**config.mk**
```make
export PLATFORM = sky130hd
export DESIGN_NAME = branch_resolve_unit_flat
export DESIGN_NICKNAME = d
export VERILOG_FILES = /design/src/rtl/branch_resolve_if.sv /design/src/rtl/branch_resolve_unit.sv /design/src/flat_wrapper.sv
export SDC_FILE = /design/constraint.sdc
export NUM_CORES = 1
export LEC_CHECK = 0
export ABC_AREA = 1
export CORE_MARGIN = 1
export CORE_UTILIZATION = 44
export CTS_CLUSTER_DIAMETER = 60
export CTS_CLUSTER_SIZE = 28
export DETAILED_ROUTE_END_ITERATION = 10
export PLACE_DENSITY = 0.87
export SLEW_MARGIN = 30
export SYNTH_ARGS = -nofsm -noshare
export SYNTH_HDL_FRONTEND = slang
export SYNTH_SLANG_ARGS = --single-unit
export TNS_END_PERCENT = 10
```
**constraint.sdc**
```tcl
create_clock -name clk -period 3 [get_ports clk]
set_input_delay 0.3 -clock clk [delete_from_list [all_inputs] [get_ports clk]]
set_output_delay 0.3 -clock clk [all_outputs]
set_load 0.05 [all_outputs]
```
**src/rtl/branch_resolve_if.sv**
```systemverilog
// Bundle of EX-stage resolve inputs, IF-stage lookup, and redirect/stat outputs.
// master drives the pipeline side; slave is the branch resolve unit.
interface branch_resolve_if #(
  parameter int unsigned XLEN = 32
);
  logic            ex_valid;
  logic            ex_is_branch;
  logic [2:0]      ex_func3;
  logic [XLEN-1:0] ex_rs1;
  logic [XLEN-1:0] ex_rs2;
  logic [XLEN-1:0] ex_pc;
  logic [XLEN-1:0] ex_target;
  logic            ex_pred_taken;
  logic [XLEN-1:0] if_pc;
  logic            if_pred_taken;
  logic            flush;
  logic [XLEN-1:0] redirect_pc;
  logic [31:0]     stat_branches;
  logic [31:0]     stat_mispredicts;

  modport master (
    output ex_valid, ex_is_branch, ex_func3, ex_rs1, ex_rs2, ex_pc, ex_target,
           ex_pred_taken, if_pc,
    input  if_pred_taken, flush, redirect_pc, stat_branches, stat_mispredicts
  );

  modport slave (
    input  ex_valid, ex_is_branch, ex_func3, ex_rs1, ex_rs2, ex_pc, ex_target,
           ex_pred_taken, if_pc,
    output if_pred_taken, flush, redirect_pc, stat_branches, stat_mispredicts
  );
endinterface

```
**src/rtl/branch_resolve_unit.sv**
```systemverilog
// Branch resolve unit: condition compare, 2-bit BHT predictor, mispredict flush/redirect.
// Optional performance counters enabled by defining BRANCH_STATS_EN.
module branch_resolve_unit #(
  parameter int unsigned XLEN        = 32,
  parameter int unsigned BHT_ENTRIES = 16
) (
  input logic              clk,
  input logic              rst,
  branch_resolve_if.slave  bus
);

  localparam int unsigned IDX_W = $clog2(BHT_ENTRIES);

  if ((BHT_ENTRIES < 2) || ((BHT_ENTRIES & (BHT_ENTRIES - 1)) != 0)) begin : g_bad_depth
    $error("BHT_ENTRIES must be a power of 2 and at least 2");
  end

  logic [1:0]      bht_q [BHT_ENTRIES];
  logic [1:0]      bht_d [BHT_ENTRIES];
  logic            flush_q, flush_d;
  logic [XLEN-1:0] redirect_q, redirect_d;

  logic             resolve;
  logic             legal;
  logic             taken;
  logic             mispredict;
  logic             update;
  logic [IDX_W-1:0] ex_idx;
  logic [IDX_W-1:0] if_idx;

  assign ex_idx = bus.ex_pc[IDX_W+1:2];
  assign if_idx = bus.if_pc[IDX_W+1:2];

  // The instruction in EX during a flush cycle is wrong-path.
  assign resolve = bus.ex_valid && bus.ex_is_branch && !flush_q;
  assign legal   = (bus.ex_func3[2:1] != 2'b01);

  always_comb begin
    taken = 1'b0;
    case (bus.ex_func3)
      3'b000:  taken = (bus.ex_rs1 == bus.ex_rs2);
      3'b001:  taken = (bus.ex_rs1 != bus.ex_rs2);
      3'b100:  taken = ($signed(bus.ex_rs1) <  $signed(bus.ex_rs2));
      3'b101:  taken = ($signed(bus.ex_rs1) >= $signed(bus.ex_rs2));
      3'b110:  taken = (bus.ex_rs1 <  bus.ex_rs2);
      3'b111:  taken = (bus.ex_rs1 >= bus.ex_rs2);
      default: taken = 1'b0;
    endcase
  end

  assign update     = resolve && legal;
  assign mispredict = update && (taken != bus.ex_pred_taken);

  always_comb begin
    flush_d    = mispredict;
    redirect_d = redirect_q;
    if (mispredict) begin
      redirect_d = taken ? bus.ex_target : (bus.ex_pc + XLEN'(4));
    end
  end

  always_comb begin
    for (int i = 0; i < int'(BHT_ENTRIES); i++) begin
      bht_d[i] = bht_q[i];
    end
    if (update) begin
      if (taken && (bht_q[ex_idx] != 2'b11)) begin
        bht_d[ex_idx] = bht_q[ex_idx] + 2'b01;
      end else if (!taken && (bht_q[ex_idx] != 2'b00)) begin
        bht_d[ex_idx] = bht_q[ex_idx] - 2'b01;
      end
    end
  end

  always_ff @(posedge clk or posedge rst) begin
    if (rst) begin
      for (int i = 0; i < int'(BHT_ENTRIES); i++) begin
        bht_q[i] <= 2'b01;
      end
      flush_q    <= 1'b0;
      redirect_q <= '0;
    end else begin
      for (int i = 0; i < int'(BHT_ENTRIES); i++) begin
        bht_q[i] <= bht_d[i];
      end
      flush_q    <= flush_d;
      redirect_q <= redirect_d;
    end
  end

  // Lookup reads the registered table, so a same-cycle update is not bypassed.
  assign bus.if_pred_taken = bht_q[if_idx][1];
  assign bus.flush         = flush_q;
  assign bus.redirect_pc   = redirect_q;

`ifdef BRANCH_STATS_EN
  logic [31:0] stat_br_q, stat_br_d;
  logic [31:0] stat_mp_q, stat_mp_d;

  always_comb begin
    stat_br_d = stat_br_q;
    stat_mp_d = stat_mp_q;
    if (update && (stat_br_q != 32'hFFFF_FFFF)) begin
      stat_br_d = stat_br_q + 32'd1;
    end
    if (mispredict && (stat_mp_q != 32'hFFFF_FFFF)) begin
      stat_mp_d = stat_mp_q + 32'd1;
    end
  end

  always_ff @(posedge clk or posedge rst) begin
    if (rst) begin
      stat_br_q <= '0;
      stat_mp_q <= '0;
    end else begin
      stat_br_q <= stat_br_d;
      stat_mp_q <= stat_mp_d;
    end
  end

  assign bus.stat_branches    = stat_br_q;
  assign bus.stat_mispredicts = stat_mp_q;
`else
  assign bus.stat_branches    = '0;
  assign bus.stat_mispredicts = '0;
`endif

  // Only the index bits of the PCs feed the table.
  logic unused_pc_bits;
  assign unused_pc_bits = ^{bus.ex_pc, bus.if_pc};

endmodule

```
**src/flat_wrapper.sv**
```systemverilog
// flat-port wrapper written by rule: the top's interface ports become plain ports
module branch_resolve_unit_flat 
#(
  parameter int unsigned XLEN        = 32,
  parameter int unsigned BHT_ENTRIES = 16
)
  (clk, rst, bus_ex_valid, bus_ex_is_branch, bus_ex_func3, bus_ex_rs1, bus_ex_rs2, bus_ex_pc, bus_ex_target, bus_ex_pred_taken, bus_if_pc, bus_if_pred_taken, bus_flush, bus_redirect_pc, bus_stat_branches, bus_stat_mispredicts);
  branch_resolve_if #(.XLEN(XLEN)) bus_i ();
  input logic clk;
  input logic rst;
  input wire logic [$bits(bus_i.ex_valid)-1:0] bus_ex_valid;
  input wire logic [$bits(bus_i.ex_is_branch)-1:0] bus_ex_is_branch;
  input wire logic [$bits(bus_i.ex_func3)-1:0] bus_ex_func3;
  input wire logic [$bits(bus_i.ex_rs1)-1:0] bus_ex_rs1;
  input wire logic [$bits(bus_i.ex_rs2)-1:0] bus_ex_rs2;
  input wire logic [$bits(bus_i.ex_pc)-1:0] bus_ex_pc;
  input wire logic [$bits(bus_i.ex_target)-1:0] bus_ex_target;
  input wire logic [$bits(bus_i.ex_pred_taken)-1:0] bus_ex_pred_taken;
  input wire logic [$bits(bus_i.if_pc)-1:0] bus_if_pc;
  output wire logic [$bits(bus_i.if_pred_taken)-1:0] bus_if_pred_taken;
  output wire logic [$bits(bus_i.flush)-1:0] bus_flush;
  output wire logic [$bits(bus_i.redirect_pc)-1:0] bus_redirect_pc;
  output wire logic [$bits(bus_i.stat_branches)-1:0] bus_stat_branches;
  output wire logic [$bits(bus_i.stat_mispredicts)-1:0] bus_stat_mispredicts;
  assign bus_i.ex_valid = bus_ex_valid;
  assign bus_i.ex_is_branch = bus_ex_is_branch;
  assign bus_i.ex_func3 = bus_ex_func3;
  assign bus_i.ex_rs1 = bus_ex_rs1;
  assign bus_i.ex_rs2 = bus_ex_rs2;
  assign bus_i.ex_pc = bus_ex_pc;
  assign bus_i.ex_target = bus_ex_target;
  assign bus_i.ex_pred_taken = bus_ex_pred_taken;
  assign bus_i.if_pc = bus_if_pc;
  assign bus_if_pred_taken = bus_i.if_pred_taken;
  assign bus_flush = bus_i.flush;
  assign bus_redirect_pc = bus_i.redirect_pc;
  assign bus_stat_branches = bus_i.stat_branches;
  assign bus_stat_mispredicts = bus_i.stat_mispredicts;
  branch_resolve_unit #(.XLEN(XLEN), .BHT_ENTRIES(BHT_ENTRIES)) u_core (.clk(clk), .rst(rst), .bus(bus_i));
endmodule
```
==> reports/summary.md <==
The share of the synthesized area in the top cell type was 0.192; the number of detailed-route iterations in the first pass was 5. The met3 demand-to-capacity share in global routing is 0.0618, and the headroom to the max-slew limit is 0.634. STA classifies the critical path endpoint as a register. The share of the cycle needed by the critical path after routing came out at 0.913. Sorting the synthesized cells by area gives the leading types as sky130_fd_sc_hd__dfrtp_1 (19%), sky130_fd_sc_hd__nand2_1 (16%), sky130_fd_sc_hd__buf_4 (8.7%).

Between clock sinks in the finished design, the worst skew comes to 0.00844 ns. The tightest min-delay check is of the in2async type. In this run, post-CTS repair resized a total of 0 instances.

The post-layout net count was 1331. Relative to the synthesized area, the layout overhead comes to 32.2%. The share of post-route cells with drive strength above 1 came out at 0.0876. The run gives 2 as the maximum root-to-sink buffer count. The most used flip-flop cell after synthesis is sky130_fd_sc_hd__dfrtp_1. The run finished with clean final reports.

For this run, the number of Yosys warnings is 0. The worst path in the final design needs a cycle of 2.74 ns, including I/O delays and setup. Pin placement for this block handled 266 I/O pins. Dividing total power by cell area gives a power density of 492 nW/um^2. The internal reg-to-reg setup slack was 0.61 ns; the placed cell area was 8130 sq um. The die covers 15000 sq um. The data arrival time of the critical path is 2.96 ns.

The run gives 0.243 as the global-route usage over all layers. The count of cell types in the netlist came out at 41. The largest fanout on the critical path came out at 12. For the pin with the worst max-slew slack, the measured transition is 0.548 ns.

Maximum achievable frequency: 0.365 GHz. The layer flagged by global routing as most heavily used is met2. Initial antenna violation count: 0.

Via density per instance: 4.99. The count of buffers added on input and output ports is 173. Summing all non-filler instances in the final layout gives an area of 8420 sq um. For the worst setup path, the data required time is 3.22 ns.

Largest net degree at the start of global routing: 45. Clock tree synthesis inserted a total of 9 buffers. Setup repair after global routing left no endpoint under its margin.

By count the netlist is led by sky130_fd_sc_hd__nand2_1 (268), sky130_fd_sc_hd__inv_1 (103), sky130_fd_sc_hd__nor2_1 (97). Once detail routing completed, the nets flagged for antenna violations numbered 0. Counting every instance in the synthesized netlist gives 949.

In the final routed layout, each cell accounts on average for 13.6 um. Cell type contributing the most total cell area after synthesis: sky130_fd_sc_hd__dfrtp_1. The routed layout has 6531 vias. From bottom edge to top edge, the die measures 122 um.

The run gives 429 uV as the maximum vdd ir drop. At the later pin of the worst-skew pair, clock insertion delay measures 0.33 ns. For the final count of hold timing violations, the log shows 0.

Synthesized area per cell: 6.71 sq um. For the routed wire length, the log shows 17900 um. The sequential element share of the synthesized area is 0.258, and the post-CTS clock slew at the launch and capture registers of the worst setup and hold paths is 0.06 ns. In this run, synthesis inferred 0 flip-flops with an integrated enable.

The synthesized design contains 65 register bits. Summed over all cells, the static leakage comes to 0.00411 uW. At the end of routability-driven placement, the weighted congestion stood at 0.922. The number of placed instances, taps included, is 1291. The number of DRC violations after detailed routing was 0. The logs give 13900 um for the HPWL after detailed placement and 43 for the number of rows in the core area. The number of pins with negative max-slew slack in the final report came out at 0.

sky130_fd_sc_hd__nand2_1 is the most common cell in the netlist. The summed instance area of the synthesized netlist came out at 6370 sq um. The max-capacitance violation count came out at 0.

From left edge to right edge, the die measures 122 um. The critical path in this run is classified as in2reg. 0 antenna diodes ended up in the layout. For the first-pass GRT wire length, the log shows 28500 um. The tools report the end of the worst register-to-register path as u_core.bht_q[15]$_DFFE_PP0P_. TritonCTS built the clock tree. CTS built an H-tree with a depth of 3. The tree is rooted in a sky130_fd_sc_hd__clkbuf_16. Via count of the first global-routing pass: 6067. The clock net in this run drives a total of 65 sinks.

The run gives 0 as the setup-violating endpoint count in the final report. The launching element type of the critical path was an input port. The run gives 500 as the number of DRC markers after the initial detailed-route iteration. The met2 track demand over resource was 0.428; the initial standard-cell utilization of the core was 0.455. The routing usage on met1 is 0.281. In this run the standard cell core region covers 14000 sq um. Async set-or-reset flop fraction in the synthesized netlist: 1.00. The worst register-to-register path has a depth of 12. The remaining global-route overflow came out at 0. After the flow finishes, the layout carries non-filler instances totaling 1310.
worst max path at each step:
stage	start	to	slack [ns]	depth (start not counted)
final	bus_ex_rs2[15]	u_core.bht_q[15]$_DFFE_PP0P_	0.26	19
after detailed placement	bus_ex_rs2[21]	u_core.bus.redirect_pc[16]$_DFFE_PP0P_	-0.07	17
after global placement	bus_ex_rs2[15]	u_core.bus.redirect_pc[1]$_DFFE_PP0P_	0.02	18
after floorplan	bus_ex_pc[3]	u_core.bht_q[17]$_DFFE_PP0P_	0.13	17
after CTS	bus_ex_rs2[21]	u_core.bht_q[15]$_DFFE_PP0P_	0.27	18
after global routing	bus_ex_rs2[15]	u_core.bus.redirect_pc[16]$_DFFE_PP0P_	0.01	18
metrics by stage:
| stage | hold WS [ns] | setup TNS, ns | total power (uW) | worst slack [ns] | utilization |
|---|---|---|---|---|---|
| final | 0.333 | 0 | 4140 | 0.260 | 0.602 |
| after global routing | 0.366 | 0 | 4360 | 0.0148 | 0.602 |
| after CTS | 0.340 | 0 | 4150 | 0.275 | 0.600 |
| after detailed placement | 0.453 | -1.57 | 3170 | -0.0680 | 0.581 |
| after global placement | 0.452 | 0 | 3140 | 0.0153 | 0.581 |
| after floorplan | 0.442 | 0 | 2540 | 0.126 | - |
critical path: stages:
cell and delay, ns:
sky130_fd_sc_hd__clkdlybuf4s50_1 0.45, sky130_fd_sc_hd__inv_1 0.04, sky130_fd_sc_hd__ha_1 0.32, sky130_fd_sc_hd__a21oi_1 0.19
sky130_fd_sc_hd__o21ai_0 0.13, sky130_fd_sc_hd__nor2_1 0.12, sky130_fd_sc_hd__nand2_1 0.09, sky130_fd_sc_hd__nand2_2 0.10
sky130_fd_sc_hd__nand2_1 0.05, sky130_fd_sc_hd__nand2_1 0.10, sky130_fd_sc_hd__nand3_1 0.09, sky130_fd_sc_hd__nand2_2 0.16
sky130_fd_sc_hd__nand3_4 0.18, sky130_fd_sc_hd__buf_4 0.18, sky130_fd_sc_hd__buf_4 0.17, sky130_fd_sc_hd__nand3_1 0.08
sky130_fd_sc_hd__nand2_1 0.06, sky130_fd_sc_hd__nand3_1 0.09, sky130_fd_sc_hd__nand2_1 0.06
cells by family (layout without fill, tap and decap cells):
| family | count (synthesis) | count (layout) | synth area share |
|---|---|---|---|
| AO/OA/AOI/OAI | 102 | 102 | 0.0870 |
| XOR/XNOR | 27 | 27 | 0.0371 |
| adder cells (fa/ha/maj) | 38 | 38 | 0.0746 |
| buffers and inverters | 207 | 325 | 0.176 |
| flip-flops | 65 | 65 | 0.258 |
| multiplexers | 4 | 4 | 0.00629 |
| other | 1 | 64 | 0.000589 |
| AND/OR/NAND/NOR | 505 | 505 | 0.360 |
layout make-up:
type                       instances  area, sq um
clock inverter                     4         30.0
clock buffer                      12          236
inverter                         110          413
sequential                        65         1650
timing repair buffer             199         2020
multi-input combinational        740         3850
tap                              180          225
fill                            1269         5570
metal layers:
layer,share of wire,vias to the layer above
li1,-,3265
met1,0.38,2928
met2,0.51,302
met3,0.084,36
met4,0.026,0
met5,0,-
what timing repair did:
item / in CTS / in global routing
setup endpoints to repair: 0 / 2
hold buffers: 0 / 0
setup buffers: 0 / 3
layout by cell type (no fill, tap or decap), types with 3 or more instances in the layout:
master / n
sky130_fd_sc_hd__nand3_2: 12
sky130_fd_sc_hd__mux2i_1: 4
sky130_fd_sc_hd__clkbuf_16: 9
sky130_fd_sc_hd__buf_4: 19
sky130_fd_sc_hd__nand2_2: 8
sky130_fd_sc_hd__dfstp_2: 16
sky130_fd_sc_hd__o21ai_0: 26
sky130_fd_sc_hd__nor4_1: 5
sky130_fd_sc_hd__inv_1: 102
sky130_fd_sc_hd__nor2_1: 97
sky130_fd_sc_hd__nand2_1: 268
sky130_fd_sc_hd__nand4_1: 27
sky130_fd_sc_hd__nor3_1: 7
sky130_fd_sc_hd__xnor2_1: 11
sky130_fd_sc_hd__inv_2: 5
sky130_fd_sc_hd__clkbuf_1: 3
sky130_fd_sc_hd__a32o_1: 4
sky130_fd_sc_hd__conb_1: 64
sky130_fd_sc_hd__o21ai_1: 29
sky130_fd_sc_hd__dfrtp_1: 49
sky130_fd_sc_hd__nand3_1: 63
sky130_fd_sc_hd__ha_1: 38
sky130_fd_sc_hd__buf_12: 8
sky130_fd_sc_hd__nor2_4: 5
sky130_fd_sc_hd__xor2_1: 16
sky130_fd_sc_hd__a21oi_1: 35
sky130_fd_sc_hd__clkinv_1: 3
sky130_fd_sc_hd__clkdlybuf4s50_1: 172
power breakdown:
| part | switching (uW) | internal [uW] |
|---|---|---|
| clock network | 395 | 561 |
| logic | 1290 | 691 |
| registers | 110 | 1090 |
| total | 1800 | 2340 |
Power figures use the tool's default switching activity.
